## config.mk

```make
export PLATFORM = sky130hd
export DESIGN_NAME = i2c_rd_collector_flat
export DESIGN_NICKNAME = d
export VERILOG_FILES = /design/src/rtl/i2c_rd_collector_if.sv /design/src/rtl/i2c_rd_collector.sv /design/src/flat_wrapper.sv
export SDC_FILE = /design/constraint.sdc
export NUM_CORES = 1
export LEC_CHECK = 0
export CAP_MARGIN = 10
export CORE_AREA = 2 2 139 141
export DETAILED_ROUTE_END_ITERATION = 12
export DIE_AREA = 0 0 141 143
export PLACE_DENSITY = 0.5
export SYNTH_ARGS = -nofsm -noshare
export SYNTH_HDL_FRONTEND = slang
export SYNTH_SLANG_ARGS = --single-unit
```

## constraint.sdc

```tcl
create_clock -name clk -period 5.05 [get_ports clk]
set_clock_uncertainty 0.1 [all_clocks]
set_input_delay 1.01 -clock clk [delete_from_list [all_inputs] [get_ports clk]]
set_output_delay 1.01 -clock clk [all_outputs]
set_load 0.01 [all_outputs]
```

## src/rtl/i2c_rd_collector_if.sv

```systemverilog
// ---------------------------------------------------------------------------
// i2c_rd_collector_if
// Bundles the read-snoop, read-return, output-stream and status signals of
// the I2C read-return collector.
// Rev 1.0 - initial release
// ---------------------------------------------------------------------------
`default_nettype none

interface i2c_rd_collector_if #(
    parameter int DATAWIDTH = 8,
    parameter int ADDRWIDTH = 6,
    parameter int DEPTH     = 4
);
    localparam int CW = $clog2(DEPTH) + 1;

    logic                 rd_req;
    logic [ADDRWIDTH-1:0] rd_addr;
    logic                 rd_ok;
    logic                 DataValid;
    logic [DATAWIDTH-1:0] dataout;
    logic                 out_valid;
    logic                 out_ready;
    logic [DATAWIDTH-1:0] out_data;
    logic [ADDRWIDTH-1:0] out_addr;
    logic [CW-1:0]        count;
    logic [CW-1:0]        outstanding;
    logic                 err_orphan;
    logic                 err_overrun;
    logic                 clr_err;

    // Requester / wrapper / consumer side
    modport master (
        output rd_req, rd_addr, DataValid, dataout, out_ready, clr_err,
        input  rd_ok, out_valid, out_data, out_addr, count, outstanding,
               err_orphan, err_overrun
    );

    // Collector side
    modport slave (
        input  rd_req, rd_addr, DataValid, dataout, out_ready, clr_err,
        output rd_ok, out_valid, out_data, out_addr, count, outstanding,
               err_orphan, err_overrun
    );
endinterface

`default_nettype wire

```

## src/rtl/i2c_rd_collector.sv

```systemverilog
// ---------------------------------------------------------------------------
// i2c_rd_collector
// Tags I2C read-return bytes with their request address, buffers the pairs in
// a FWFT FIFO and issues credit-based flow control to the read requester.
// Rev 1.0 - initial release
// ---------------------------------------------------------------------------
`default_nettype none

module i2c_rd_collector #(
    parameter int DATAWIDTH = 8,
    parameter int ADDRWIDTH = 6,
    parameter int DEPTH     = 4
) (
    input  logic                clk,
    input  logic                reset,
    i2c_rd_collector_if.slave   bus
);
    localparam int PW = $clog2(DEPTH);
    localparam int CW = PW + 1;
    localparam logic [CW:0]   DEPTH_C = (CW+1)'(DEPTH);
    localparam logic [PW-1:0] PTR_ONE = PW'(1);
    localparam logic [CW-1:0] CNT_ONE = CW'(1);

    // Tag queue: addresses of reads in flight
    logic [ADDRWIDTH-1:0] tag_mem_q [DEPTH];
    logic [PW-1:0]        tag_wp_q, tag_wp_d;
    logic [PW-1:0]        tag_rp_q, tag_rp_d;
    logic [CW-1:0]        outst_q, outst_d;

    // Data FIFO: {tag, data} pairs awaiting the consumer
    logic [DATAWIDTH-1:0] dat_mem_q [DEPTH];
    logic [ADDRWIDTH-1:0] adr_mem_q [DEPTH];
    logic [PW-1:0]        d_wp_q, d_wp_d;
    logic [PW-1:0]        d_rp_q, d_rp_d;
    logic [CW-1:0]        cnt_q, cnt_d;

    logic [DATAWIDTH-1:0] last_data_q, last_data_d;
    logic [ADDRWIDTH-1:0] last_addr_q, last_addr_d;
    logic                 err_orphan_q, err_orphan_d;
    logic                 err_overrun_q, err_overrun_d;

    logic [CW:0]          occupancy;
    logic                 rd_ok;
    logic                 tag_push;
    logic                 overrun_ev;
    logic                 tag_avail;
    logic                 capture;
    logic                 orphan_ev;
    logic                 head_valid;
    logic                 pop;

    // Credit uses registered state only; a pop this cycle frees credit next cycle
    assign occupancy  = {1'b0, outst_q} + {1'b0, cnt_q};
    assign rd_ok      = (occupancy < DEPTH_C);
    assign tag_push   = bus.rd_req & rd_ok;
    assign overrun_ev = bus.rd_req & ~rd_ok;

    // A tag pushed this cycle is not yet eligible to match a return
    assign tag_avail  = (outst_q != '0);
    assign capture    = bus.DataValid & tag_avail;
    assign orphan_ev  = bus.DataValid & ~tag_avail;

    assign head_valid = (cnt_q != '0);
    assign pop        = head_valid & bus.out_ready;

    always_comb begin
        tag_wp_d = tag_push ? tag_wp_q + PTR_ONE : tag_wp_q;
        tag_rp_d = capture  ? tag_rp_q + PTR_ONE : tag_rp_q;
        d_wp_d   = capture  ? d_wp_q + PTR_ONE   : d_wp_q;
        d_rp_d   = pop      ? d_rp_q + PTR_ONE   : d_rp_q;

        outst_d = outst_q;
        case ({tag_push, capture})
            2'b10:   outst_d = outst_q + CNT_ONE;
            2'b01:   outst_d = outst_q - CNT_ONE;
            default: outst_d = outst_q;
        endcase

        cnt_d = cnt_q;
        case ({capture, pop})
            2'b10:   cnt_d = cnt_q + CNT_ONE;
            2'b01:   cnt_d = cnt_q - CNT_ONE;
            default: cnt_d = cnt_q;
        endcase

        // Remember the entry leaving so the outputs hold it once the FIFO empties
        last_data_d = pop ? dat_mem_q[d_rp_q] : last_data_q;
        last_addr_d = pop ? adr_mem_q[d_rp_q] : last_addr_q;

        // A new error event takes priority over a simultaneous clear
        err_orphan_d  = orphan_ev  ? 1'b1 : (bus.clr_err ? 1'b0 : err_orphan_q);
        err_overrun_d = overrun_ev ? 1'b1 : (bus.clr_err ? 1'b0 : err_overrun_q);
    end

    always_ff @(posedge clk or posedge reset) begin
        if (reset) begin
            tag_wp_q      <= '0;
            tag_rp_q      <= '0;
            outst_q       <= '0;
            d_wp_q        <= '0;
            d_rp_q        <= '0;
            cnt_q         <= '0;
            last_data_q   <= '0;
            last_addr_q   <= '0;
            err_orphan_q  <= 1'b0;
            err_overrun_q <= 1'b0;
        end else begin
            tag_wp_q      <= tag_wp_d;
            tag_rp_q      <= tag_rp_d;
            outst_q       <= outst_d;
            d_wp_q        <= d_wp_d;
            d_rp_q        <= d_rp_d;
            cnt_q         <= cnt_d;
            last_data_q   <= last_data_d;
            last_addr_q   <= last_addr_d;
            err_orphan_q  <= err_orphan_d;
            err_overrun_q <= err_overrun_d;
        end
    end

    // Storage arrays carry no reset; occupancy counters qualify every read
    always_ff @(posedge clk) begin
        if (tag_push) begin
            tag_mem_q[tag_wp_q] <= bus.rd_addr;
        end
        if (capture) begin
            dat_mem_q[d_wp_q] <= bus.dataout;
            adr_mem_q[d_wp_q] <= tag_mem_q[tag_rp_q];
        end
    end

    assign bus.rd_ok       = rd_ok;
    assign bus.out_valid   = head_valid;
    assign bus.out_data    = head_valid ? dat_mem_q[d_rp_q] : last_data_q;
    assign bus.out_addr    = head_valid ? adr_mem_q[d_rp_q] : last_addr_q;
    assign bus.count       = cnt_q;
    assign bus.outstanding = outst_q;
    assign bus.err_orphan  = err_orphan_q;
    assign bus.err_overrun = err_overrun_q;

endmodule

`default_nettype wire

```

## src/flat_wrapper.sv

```systemverilog
// flat-port wrapper written by rule: the top's interface ports become plain ports
module i2c_rd_collector_flat 
#(
    parameter int DATAWIDTH = 8,
    parameter int ADDRWIDTH = 6,
    parameter int DEPTH     = 4
)
  (clk, reset, bus_rd_req, bus_rd_addr, bus_DataValid, bus_dataout, bus_out_ready, bus_clr_err, bus_rd_ok, bus_out_valid, bus_out_data, bus_out_addr, bus_count, bus_outstanding, bus_err_orphan, bus_err_overrun);
  i2c_rd_collector_if #(.DATAWIDTH(DATAWIDTH), .ADDRWIDTH(ADDRWIDTH), .DEPTH(DEPTH)) bus_i ();
  input  logic clk;
  input  logic reset;
  input wire logic [$bits(bus_i.rd_req)-1:0] bus_rd_req;
  input wire logic [$bits(bus_i.rd_addr)-1:0] bus_rd_addr;
  input wire logic [$bits(bus_i.DataValid)-1:0] bus_DataValid;
  input wire logic [$bits(bus_i.dataout)-1:0] bus_dataout;
  input wire logic [$bits(bus_i.out_ready)-1:0] bus_out_ready;
  input wire logic [$bits(bus_i.clr_err)-1:0] bus_clr_err;
  output wire logic [$bits(bus_i.rd_ok)-1:0] bus_rd_ok;
  output wire logic [$bits(bus_i.out_valid)-1:0] bus_out_valid;
  output wire logic [$bits(bus_i.out_data)-1:0] bus_out_data;
  output wire logic [$bits(bus_i.out_addr)-1:0] bus_out_addr;
  output wire logic [$bits(bus_i.count)-1:0] bus_count;
  output wire logic [$bits(bus_i.outstanding)-1:0] bus_outstanding;
  output wire logic [$bits(bus_i.err_orphan)-1:0] bus_err_orphan;
  output wire logic [$bits(bus_i.err_overrun)-1:0] bus_err_overrun;
  assign bus_i.rd_req = bus_rd_req;
  assign bus_i.rd_addr = bus_rd_addr;
  assign bus_i.DataValid = bus_DataValid;
  assign bus_i.dataout = bus_dataout;
  assign bus_i.out_ready = bus_out_ready;
  assign bus_i.clr_err = bus_clr_err;
  assign bus_rd_ok = bus_i.rd_ok;
  assign bus_out_valid = bus_i.out_valid;
  assign bus_out_data = bus_i.out_data;
  assign bus_out_addr = bus_i.out_addr;
  assign bus_count = bus_i.count;
  assign bus_outstanding = bus_i.outstanding;
  assign bus_err_orphan = bus_i.err_orphan;
  assign bus_err_overrun = bus_i.err_overrun;
  i2c_rd_collector #(.DATAWIDTH(DATAWIDTH), .ADDRWIDTH(ADDRWIDTH), .DEPTH(DEPTH)) u_core (.clk(clk), .reset(reset), .bus(bus_i));
endmodule
```

# After elaboration in Yosys (flattened, before gate mapping)
# Memory sizes are Yosys's and may differ from the RTL's.
# Cells that the tools add are included.
# Widths: inputs -> output; s select.
[word_totals]
ff_bits = 30
ramBits = 80
out_inout_bits = 24
wordCells = 51
mem_count = 3
[classes]
add_sub_neg = 9
magnitude_cmp = 1
eq_ne = 4
muxes = 11
bitwise_logic = 7
reduce_logical = 6
[memory_table]
columns = ["name", "words", "word_bits", "rd", "rd_clocked_by_memory_dff", "wr", "line", "rtl"]
rows = [
  ["u_core.dat_mem_q", 4, 8, 1, 0, 1, "i2c_rd_collector.sv:31", "logic [DATAWIDTH-1:0] dat_mem_q [DEPTH];"],
  ["u_core.adr_mem_q", 4, 6, 1, 0, 1, "i2c_rd_collector.sv:32", "logic [ADDRWIDTH-1:0] adr_mem_q [DEPTH];"],
  ["u_core.tag_mem_q", 4, 6, 1, 0, 1, "i2c_rd_collector.sv:25", "logic [ADDRWIDTH-1:0] tag_mem_q [DEPTH];"],
]
[ops]
columns = ["cell", "count"]
rows = [
  ["$pmux 3 s2", 2],
  ["$add 2x1->2 const B", 4],
  ["$mux 8", 1],
  ["$reduce_bool 2->1", 4],
  ["$mux 1", 7],
  ["$add 3x1->3 const B", 2],
  ["$mux 6", 1],
  ["$reduce_bool 3->1", 2],
  ["$sub 3x1->3 const B", 2],
  ["$and 1x1->1", 5],
  ["$add 3x3->4", 1],
  ["$eq 2x1->1 const B", 2],
  ["$eq 2x2->1 const B", 2],
  ["$lt 4x3->1 const B", 1],
  ["$not 1->1", 2],
]

# Logic depth before layout (Yosys ltp)
# Gate-level depths: netlist of the first run.
[logic_depth]
depth_word = 5
ltp_mapped = 11

# Worst setup path before layout of the first run
# OpenSTA, ideal clock, no wires.
[synth_timing]
kind = "input port to flip-flop"
start = "input bus_out_ready"
end = "register u_core.cnt_q[2] (netlist: u_core.bus.count[2])"
setup_ns = 0.079
arrival_time_ns = 2.498
t_required_ns = 4.871
setup_slack_ns = 2.373
path_stages = 9
cell_sequence = "o31a_1 buf_2 buf_2 ha_1 inv_1 fa_1 xor2_1 nor2_1 xor2_1"
[synth_via]
elab_chain_len = 3
elab_cells_between_ends = 5
cone_classes = "eq/ne (2); mux (1); bitwise (1); reduce/logical (1)"
[synth_rtl]
columns = ["item", "line", "rtl"]
rows = [
  ["start, declared", "flat_wrapper.sv:16", "input wire logic [$bits(bus_i.out_ready)-1:0] bus_out_ready;"],
  ["$and 1x1->1 *", "i2c_rd_collector.sv:64", "assign pop = head_valid & bus.out_ready;"],
  ["named net u_core.pop", "i2c_rd_collector.sv:50", "logic pop;"],
  ["$eq 2x1->1 or $eq 2x2->1 (tied branches)", "i2c_rd_collector.sv:80", "case ({capture, pop})"],
  ["$pmux 3 s2 or $reduce_bool 2->1 (tied branches)", "--", ""],
  ["end signal, assigned", "i2c_rd_collector.sv:113", "cnt_q <= cnt_d;"],
  ["end, declared", "i2c_rd_collector.sv:35", "logic [CW-1:0] cnt_q, cnt_d;"],
]
# Mark *: on every way through the listed nets, which the timed path passes. The rest lies on a longest branch.
# A chain may end at the register's enable or synchronous reset.

# Worst setup path after layout of the first run
[layout_timing]
start = "register u_core.d_rp_q[0]"
end = "output bus_out_addr[5]"
[layout_via]
elab_chain_len = 2
[layout_rtl]
columns = ["item", "line", "rtl"]
rows = [
  ["start, declared", "i2c_rd_collector.sv:34", "logic [PW-1:0] d_rp_q, d_rp_d;"],
  ["start signal, assigned", "i2c_rd_collector.sv:112", "d_rp_q <= d_rp_d;"],
  ["$mem_v2 4x6", "--", ""],
  ["$mux 6", "i2c_rd_collector.sv:135", "assign bus.out_addr = head_valid ? adr_mem_q[d_rp_q] : last_addr_q;"],
  ["end, declared", "flat_wrapper.sv:21", "output wire logic [$bits(bus_i.out_addr)-1:0] bus_out_addr;"],
]
# No other way between the ends.

==> results of run 1 <==
==> cells by family (layout without fill, tap and decap cells) <==
family          after synthesis  count (layout)  synth area share [%]
flops                       110             110                 69.08
mux                          51              51                 18.20
buf+inv                      27              77                 3.180
simple gates                 20              20                 2.330
fa+ha+maj                    14              14                 4.167
xor+xnor                     12              12                 2.303
compound gates                5               5                0.7403
==> routing by layer <==
metal  track usage [%]  up-vias
met5                 0        -
met4             2.684        0
met3             2.616        9
met2             14.79       31
met1             9.447     1080
li1                  -      990
==> through the flow <==
stage	hold WS, ns	setup slack (ns)	instances	area [µm²]	power, mW
global route	0.4272	0.9990	523	5492	3.538
global placement	0.3857	1.490	507	5218	2.690
CTS	0.4123	1.086	523	5492	3.385
finish	0.4099	1.180	523	5492	3.315
detailed placement	0.3967	1.465	507	5218	2.732
floorplan	0.3766	2.373	239	4564	2.254
==> registers in the layout (all words and copies together), names as in the netlist <==
register                count
u_core.adr_mem_q           24
u_core.bus.count            3
u_core.bus.err_orphan       1
u_core.bus.err_overrun      1
u_core.bus.outstanding      3
u_core.d_rp_q               2
u_core.d_wp_q               2
u_core.dat_mem_q           32
u_core.last_addr_q          6
u_core.last_data_q          8
u_core.tag_mem_q           24
u_core.tag_rp_q             2
u_core.tag_wp_q             2
==> synth_stat cells, drive strengths merged <==
cell     n  area [µm²]
and2     9       56.30
nor3     2       10.01
mux2i    2       20.02
dfrtp   30       750.7
fa       2       40.04
ha      12       150.1
mux2    29       337.8
o22ai    1       6.260
inv     16       60.06
buf      9       77.57
clkbuf   2       7.510
xor2     6       52.55
edfxtp  80        2402
o31a     2       17.52
nand2    4       15.01
and3     1       6.260
xnor2    6       52.55
nor2     2       7.510
mux4    20       473.0
o21ai    2       10.01
or3      1       6.260
nand3    1       5.000
==> final timing paths <==
check / cells after the start / endpoint / from / slack (ns)
worst min register to register: 1 / u_core.last_data_q[7] / u_core.last_data_q[7] / 0.41
min in group asynchronous: 3 / u_core.tag_wp_q[1] / reset / 0.96
worst max-delay path: 3 / bus_out_addr[5] / u_core.d_rp_q[0] / 1.18
max in group asynchronous: 3 / u_core.last_data_q[0] / reset / 3.58
worst max register to register: 10 / u_core.bus.outstanding[2] / u_core.bus.outstanding[2] / 2.67
worst min-delay path: 1 / u_core.last_data_q[7] / u_core.last_data_q[7] / 0.41
==> area by class of cell <==
class / instances / share of cell area (%)
Inverter: 16 / 1.094
Timing Repair Buffer: 45 / 8.111
Multi-Input combinational cell: 102 / 23.06
Clock buffer: 9 / 4.101
Sequential cell: 110 / 57.42
Tap cell: 234 / 5.332
Clock inverter: 7 / 0.8886
==> worst register-to-register path: cells and delay by family, from the launching register on <==
kind	cells	cell delay, ns
flip-flops	1	0.44
adder cells (fa/ha/maj)	3	0.69
AND/OR/NAND/NOR	3	0.59
XOR/XNOR	2	0.27
buffers and inverters	2	0.15
==> where the power goes <==
group | leakage (nW) | internal (mW) | total, mW | switching (mW)
clock | 0.125 | 0.334 | 0.645 | 0.310
combinational | 0.749 | 0.700 | 1.20 | 0.499
sequential | 1.08 | 1.27 | 1.47 | 0.198
==> out/qor.log, run 1 <==
[sta] total negative slack 0 ns
[power] total leakage power 1.956 nW
[run] number of max-cap violations 0
[clock_tree] clock slew at reported path FFs 0.07 ns
[critical_path] Worst path slowest cell sky130_fd_sc_hd__dfrtp_1
[grt] pin count of the biggest net entering global routing 31
[clock_tree] cell at the root of the clock tree sky130_fd_sc_hd__clkbuf_16
[sta] Highest Clock Rate 0.2584 GHz
[finish] Multi-input gate area 0.001266 mm²
[logic_synthesis] synthesized net count 273
[clock_tree] total setup buffers inserted after CTS 0
[sta] Final Critical Period 3.870 ns
[placed_design] routability congestion estimate 0.6765
[critical_path] Crit Path Class reg -> out
[route] top metal layer carrying routed signals met4
[sta] worst slew margin relative to its limit 39.28%
[hold_path] class of the tightest hold or removal check reg -> reg
[route] first drt pass iteration count 4
[route] initial drt markers 69
[route] via density per instance 4.034
[critical_path] Worst EP arrival 2.76 ns
[logic_synthesis] synthesized area divided by synthesized cell count 19.10 µm²
[grt] aggregate global routing overflow 0
[route] routed len/inst 14.99 µm
[floorplan] Die Ht 143 µm
[logic_synthesis] number of synthesized register bits 110
[route] DRT antenna net count 0
[logic_synthesis] sequential area share after synthesis 69.08%
[sta] unrepaired setup endpoints after global routing no
[floorplan] die extent in x 141 µm
[clock_tree] Num CTS Buffers 9
[clock_tree] CTS sink cnt 110
[route] remaining design rule violation count 0
[clock_tree] cells resized by post-CTS repair 0
[logic_synthesis] gate count after technology mapping 239
[logic_synthesis] Post-Synthesis Cell Area 0.004564 mm²
[floorplan] die area 0.02016 mm²
[sta] Final Cycle Share 76.63%
[finish] utilization after layout 29.56%
[clock_tree] Clk Latency, worst-skew pair 0.34 ns
[finish] share of post-route cells with drive strength above 1 20.76%
[floorplan] standard-cell row count 50
[finish] most frequent cells in the layout sky130_fd_sc_hd__edfxtp_1, sky130_fd_sc_hd__clkdlybuf4s50_1, sky130_fd_sc_hd__dfrtp_1
[floorplan] area of the core region 0.01858 mm²
[route] total length of routed met2 wires 4.157 mm
[logic_synthesis] Warnings, synthesis 0
[route] routed wire length 7.838 mm
[grt] wire length of the first global-routing pass 12.29 mm
[clock_tree] number of hold buffers added after cts 0
[route] sum of routed wire segments on met1 3.329 mm
[power] worst ir drop on vdd 0.1826 mV
[critical_path] slowest stage delay, CP 0.94 ns
[finish] synth-to-layout area growth 20.31%
[critical_path] crit path cell chain mux4_1 > mux2_2 > clkdlybuf4s50_1
[sta] actual transition at the worst max-transition pin 0.9108 ns
[critical_path] cell type group with the largest total delay on the critical path multiplexers
[power] Pwr per Cell Area 603.6 mW/mm²
[clock_tree] TritonCTS clock tree built
[finish] number of nets in the final layout 318
[finish] Seq. cell area 0.003153 mm²
[clock_tree] depth of the CTS H-tree 3
[critical_path] kind of launch point of the worst setup path register
[grt] global-route total usage across every layer 8.276%
[finish] fillcell total 1801
[run_status] result of the run finished, final reports clean
[sta] setup violators final 0
[logic_synthesis] count of unique library cells instantiated by Yosys 27
[finish] Antenna Diode Count 0
[critical_path] Setup crit end kind output port
[grt] antenna violations before repair 0
[grt] vias in the first global route 2225
[floorplan] starting utilization of the core area 24.57%
[route] number of vias in the routed layout 2110
[placed_design] HPWL after detailed placement 5.237 mm
[sta] Hold Fails Final Rpt 0
[placed_design] Port-buffer cells 43
[floorplan] num ports 44
[finish] most common cell after layout, fill and taps aside sky130_fd_sc_hd__edfxtp_1
[critical_path] crit path buf inv count 1
[critical_path] endpoint required time on the critical path 3.94 ns
[sta] max-slew violation total from the final report 0
[critical_path] largest fanout on the critical path 16
[clock_tree] number of buffers on the longest clock path 2
[route] Routed met3 length 255 µm
(Power assumes the default switching activity.)
==> inputs of run 2 (changes only) <==
Clock period 5.05 ns to 3.6 ns, I/O delays scaled along.
==> out/qor.log, run 2 (same netlist as run 1, synthesis figures left out) <==
[finish] synth-to-layout area growth 21.55%
[sta] actual transition at the worst max-transition pin 0.7531 ns [-0.1576 ns]
[grt] global routing's busiest layer met2
[route] initial drt markers 147 [+110%]
[run_status] result of the run finished, final reports clean
[grt] global-route total usage across every layer 8.368% [+0.092 points]
[sta] max-slew violation total from the final report 0 [unchanged]
[grt] global-route met1 utilization 10.13% [+0.68 points]
[grt] met3 track demand over resource 2.113% [-0.50 points]
[sta] WHS 0.4057 ns [-0.004173 ns]
[hold_path] hold path startpoint u_core.last_addr_q[5]
[finish] largest registers u_core.dat_mem_q (32), u_core.adr_mem_q (24), u_core.tag_mem_q (24)
[clock_tree] cells resized by post-CTS repair 0 [unchanged]
[grt] antenna violations before repair 0 [unchanged]
[floorplan] num ports 44 [unchanged]
[floorplan] standard-cell row count 50 [unchanged]
[floorplan] area of the core region 0.01858 mm² [unchanged]
[finish] Antenna Diode Count 0 [unchanged]
[clock_tree] depth of the CTS H-tree 3 [unchanged]
[grt] vias in the first global route 2241 [+0.72%]
[finish] utilization after layout 29.86% [+0.30 points]
[finish] most frequent cells in the layout sky130_fd_sc_hd__edfxtp_1, sky130_fd_sc_hd__clkdlybuf4s50_1, sky130_fd_sc_hd__dfrtp_1
[route] routed len/inst 14.98 µm [about the same]
[floorplan] die extent in x 141 µm [unchanged]
[placed_design] Port-buffer cells 43 [unchanged]
[clock_tree] clock slew at reported path FFs 0.07 ns [about the same]
[power] worst ir drop on vdd 0.2870 mV [+57%]
[clock_tree] Num CTS Buffers 9 [unchanged]
[critical_path] largest fanout on the critical path 15 [-1]
[power] total leakage power 1.999 nW [+2.2%]
[hold_path] Hold Crit Endpoint u_core.last_addr_q[5]
[sta] unrepaired setup endpoints after global routing no
[clock_tree] total setup buffers inserted after CTS 0 [unchanged]
[critical_path] launching point of the worst reg2reg path u_core.bus.outstanding[2]
[floorplan] starting utilization of the core area 24.57% [unchanged]
[clock_tree] number of buffers on the longest clock path 2 [unchanged]
[sta] Hold Fails Final Rpt 0 [unchanged]
[sta] setup violators final 0 [unchanged]
[critical_path] worst reg2reg path endpoint u_core.bus.outstanding[2]
[floorplan] Die Ht 143 µm [unchanged]
[placed_design] routability congestion estimate 0.6440 [-4.8%]
[run] number of max-cap violations 0 [unchanged]
[placed_design] worst slack at placement 0.6930 ns [-0.7723 ns]
[critical_path] endpoint required time on the critical path 2.78 ns [-1.16 ns]
[critical_path] R2R cell count 10 [unchanged]
[critical_path] Crit Path Class reg -> out
[grt] aggregate global routing overflow 0 [unchanged]
[route] DRT antenna net count 0 [unchanged]
[finish] number of flip-flops under the largest register name 32 [unchanged]
[route] routed wire length 7.954 mm [+1.5%]
[grt] met2 layer usage reported by global route 14.15% [-0.64 points]
[sta] worst slew margin relative to its limit 49.79% [+11 points]
[grt] pin count of the biggest net entering global routing 31 [unchanged]
[critical_path] kind of launch point of the worst setup path register
[grt] wire length of the first global-routing pass 12.41 mm [+0.96%]
[critical_path] Setup crit end kind output port
[hold_path] class of the tightest hold or removal check reg -> reg
[clock_tree] CTS sink cnt 110 [unchanged]
[clock_tree] cell at the root of the clock tree sky130_fd_sc_hd__clkbuf_16
[sta] final setup margin 0.4002 ns [-0.7800 ns]
[route] via density per instance 4.000 [-0.85%]
[sta] Final Critical Period 3.200 ns
[critical_path] worst reg2reg setup slack 1.20 ns [-1.47 ns]
[clock_tree] Clk Latency, worst-skew pair 0.35 ns [about the same]
[placed_design] HPWL after detailed placement 5.472 mm [+4.5%]
[route] remaining design rule violation count 0 [unchanged]
[clock_tree] number of hold buffers added after cts 0 [unchanged]
[finish] number of nets in the final layout 326 [+2.5%]
[finish] share of post-route cells with drive strength above 1 22.22% [+1.5 points]
[clock_tree] TritonCTS clock tree built
[power] Pwr per Cell Area 843.2 mW/mm² [+40%]
[sta] Final Cycle Share 88.88%
[hold_path] depth of the worst hold-timing path 1 [unchanged]
[route] first drt pass iteration count 4 [unchanged]
[critical_path] Worst EP arrival 2.38 ns [-0.38 ns]
[sta] total negative slack 0 ns [unchanged]
[finish] most common cell after layout, fill and taps aside sky130_fd_sc_hd__edfxtp_1
[route] number of vias in the routed layout 2124 [+0.66%]
[finish] register with the highest flop count u_core.dat_mem_q
[sta] Highest Clock Rate 0.3125 GHz
[floorplan] die area 0.02016 mm² [unchanged]
==> run 2: power by group <==
part	internal, mW	switching (mW)
Clock	0.473	0.437
Sequential	1.79	0.210
Combinational	1.02	0.757
Total	3.27	1.40
==> run 2: layer usage <==
metal / vias up / wire length [µm]
met1: 1078 / 3604
met2: 31 / 3978
met4: 0 / 138
li1: 1004 / -
met5: - / 0
met3: 11 / 233
==> run 2: worst max-delay path: stages (launching register included) <==
cell	delay [ns]
sky130_fd_sc_hd__dfrtp_1	0.44
sky130_fd_sc_hd__or3_1	0.71
sky130_fd_sc_hd__mux2_4	0.41
sky130_fd_sc_hd__clkdlybuf4s50_1	0.47
==> run 2: worst max-delay path by stage <==
| stage | endpoint | slack, ns | depth (start not counted) | startpoint |
|---|---|---|---|---|
| 2_1_floorplan | u_core.bus.count[2] | 1.21 | 9 | bus_out_ready |
| 3_3_place_gp | bus_out_data[6] | 0.67 | 3 | u_core.bus.count[0] |
| 3_5_place_dp | bus_out_data[4] | 0.69 | 3 | u_core.bus.count[0] |
| 4_1_cts | bus_out_addr[4] | 0.31 | 3 | u_core.bus.count[0] |
| 5_1_grt | bus_out_data[0] | 0.26 | 3 | u_core.bus.count[0] |
| 6_report | bus_out_data[4] | 0.40 | 3 | u_core.bus.count[0] |
==> run 2: final cells by class <==
| cell class | count | area [µm²] |
|---|---|---|
| clock inverters | 5 | 37.54 |
| inverters | 16 | 60.06 |
| fillers | 1790 | 13030 |
| multi-input cells | 102 | 1266 |
| clock buffers | 11 | 232.7 |
| well taps | 234 | 292.8 |
| repair buffers | 53 | 505.5 |
| flip-flops and latches | 110 | 3153 |
==> run 2: through the flow <==
stage	std cells	instance area, µm²	power, mW
CTS	531	5548	4.776
global placement	515	5278	3.828
global route	531	5548	4.985
finish	531	5548	4.678
detailed placement	515	5278	3.850
floorplan	239	4564	3.162
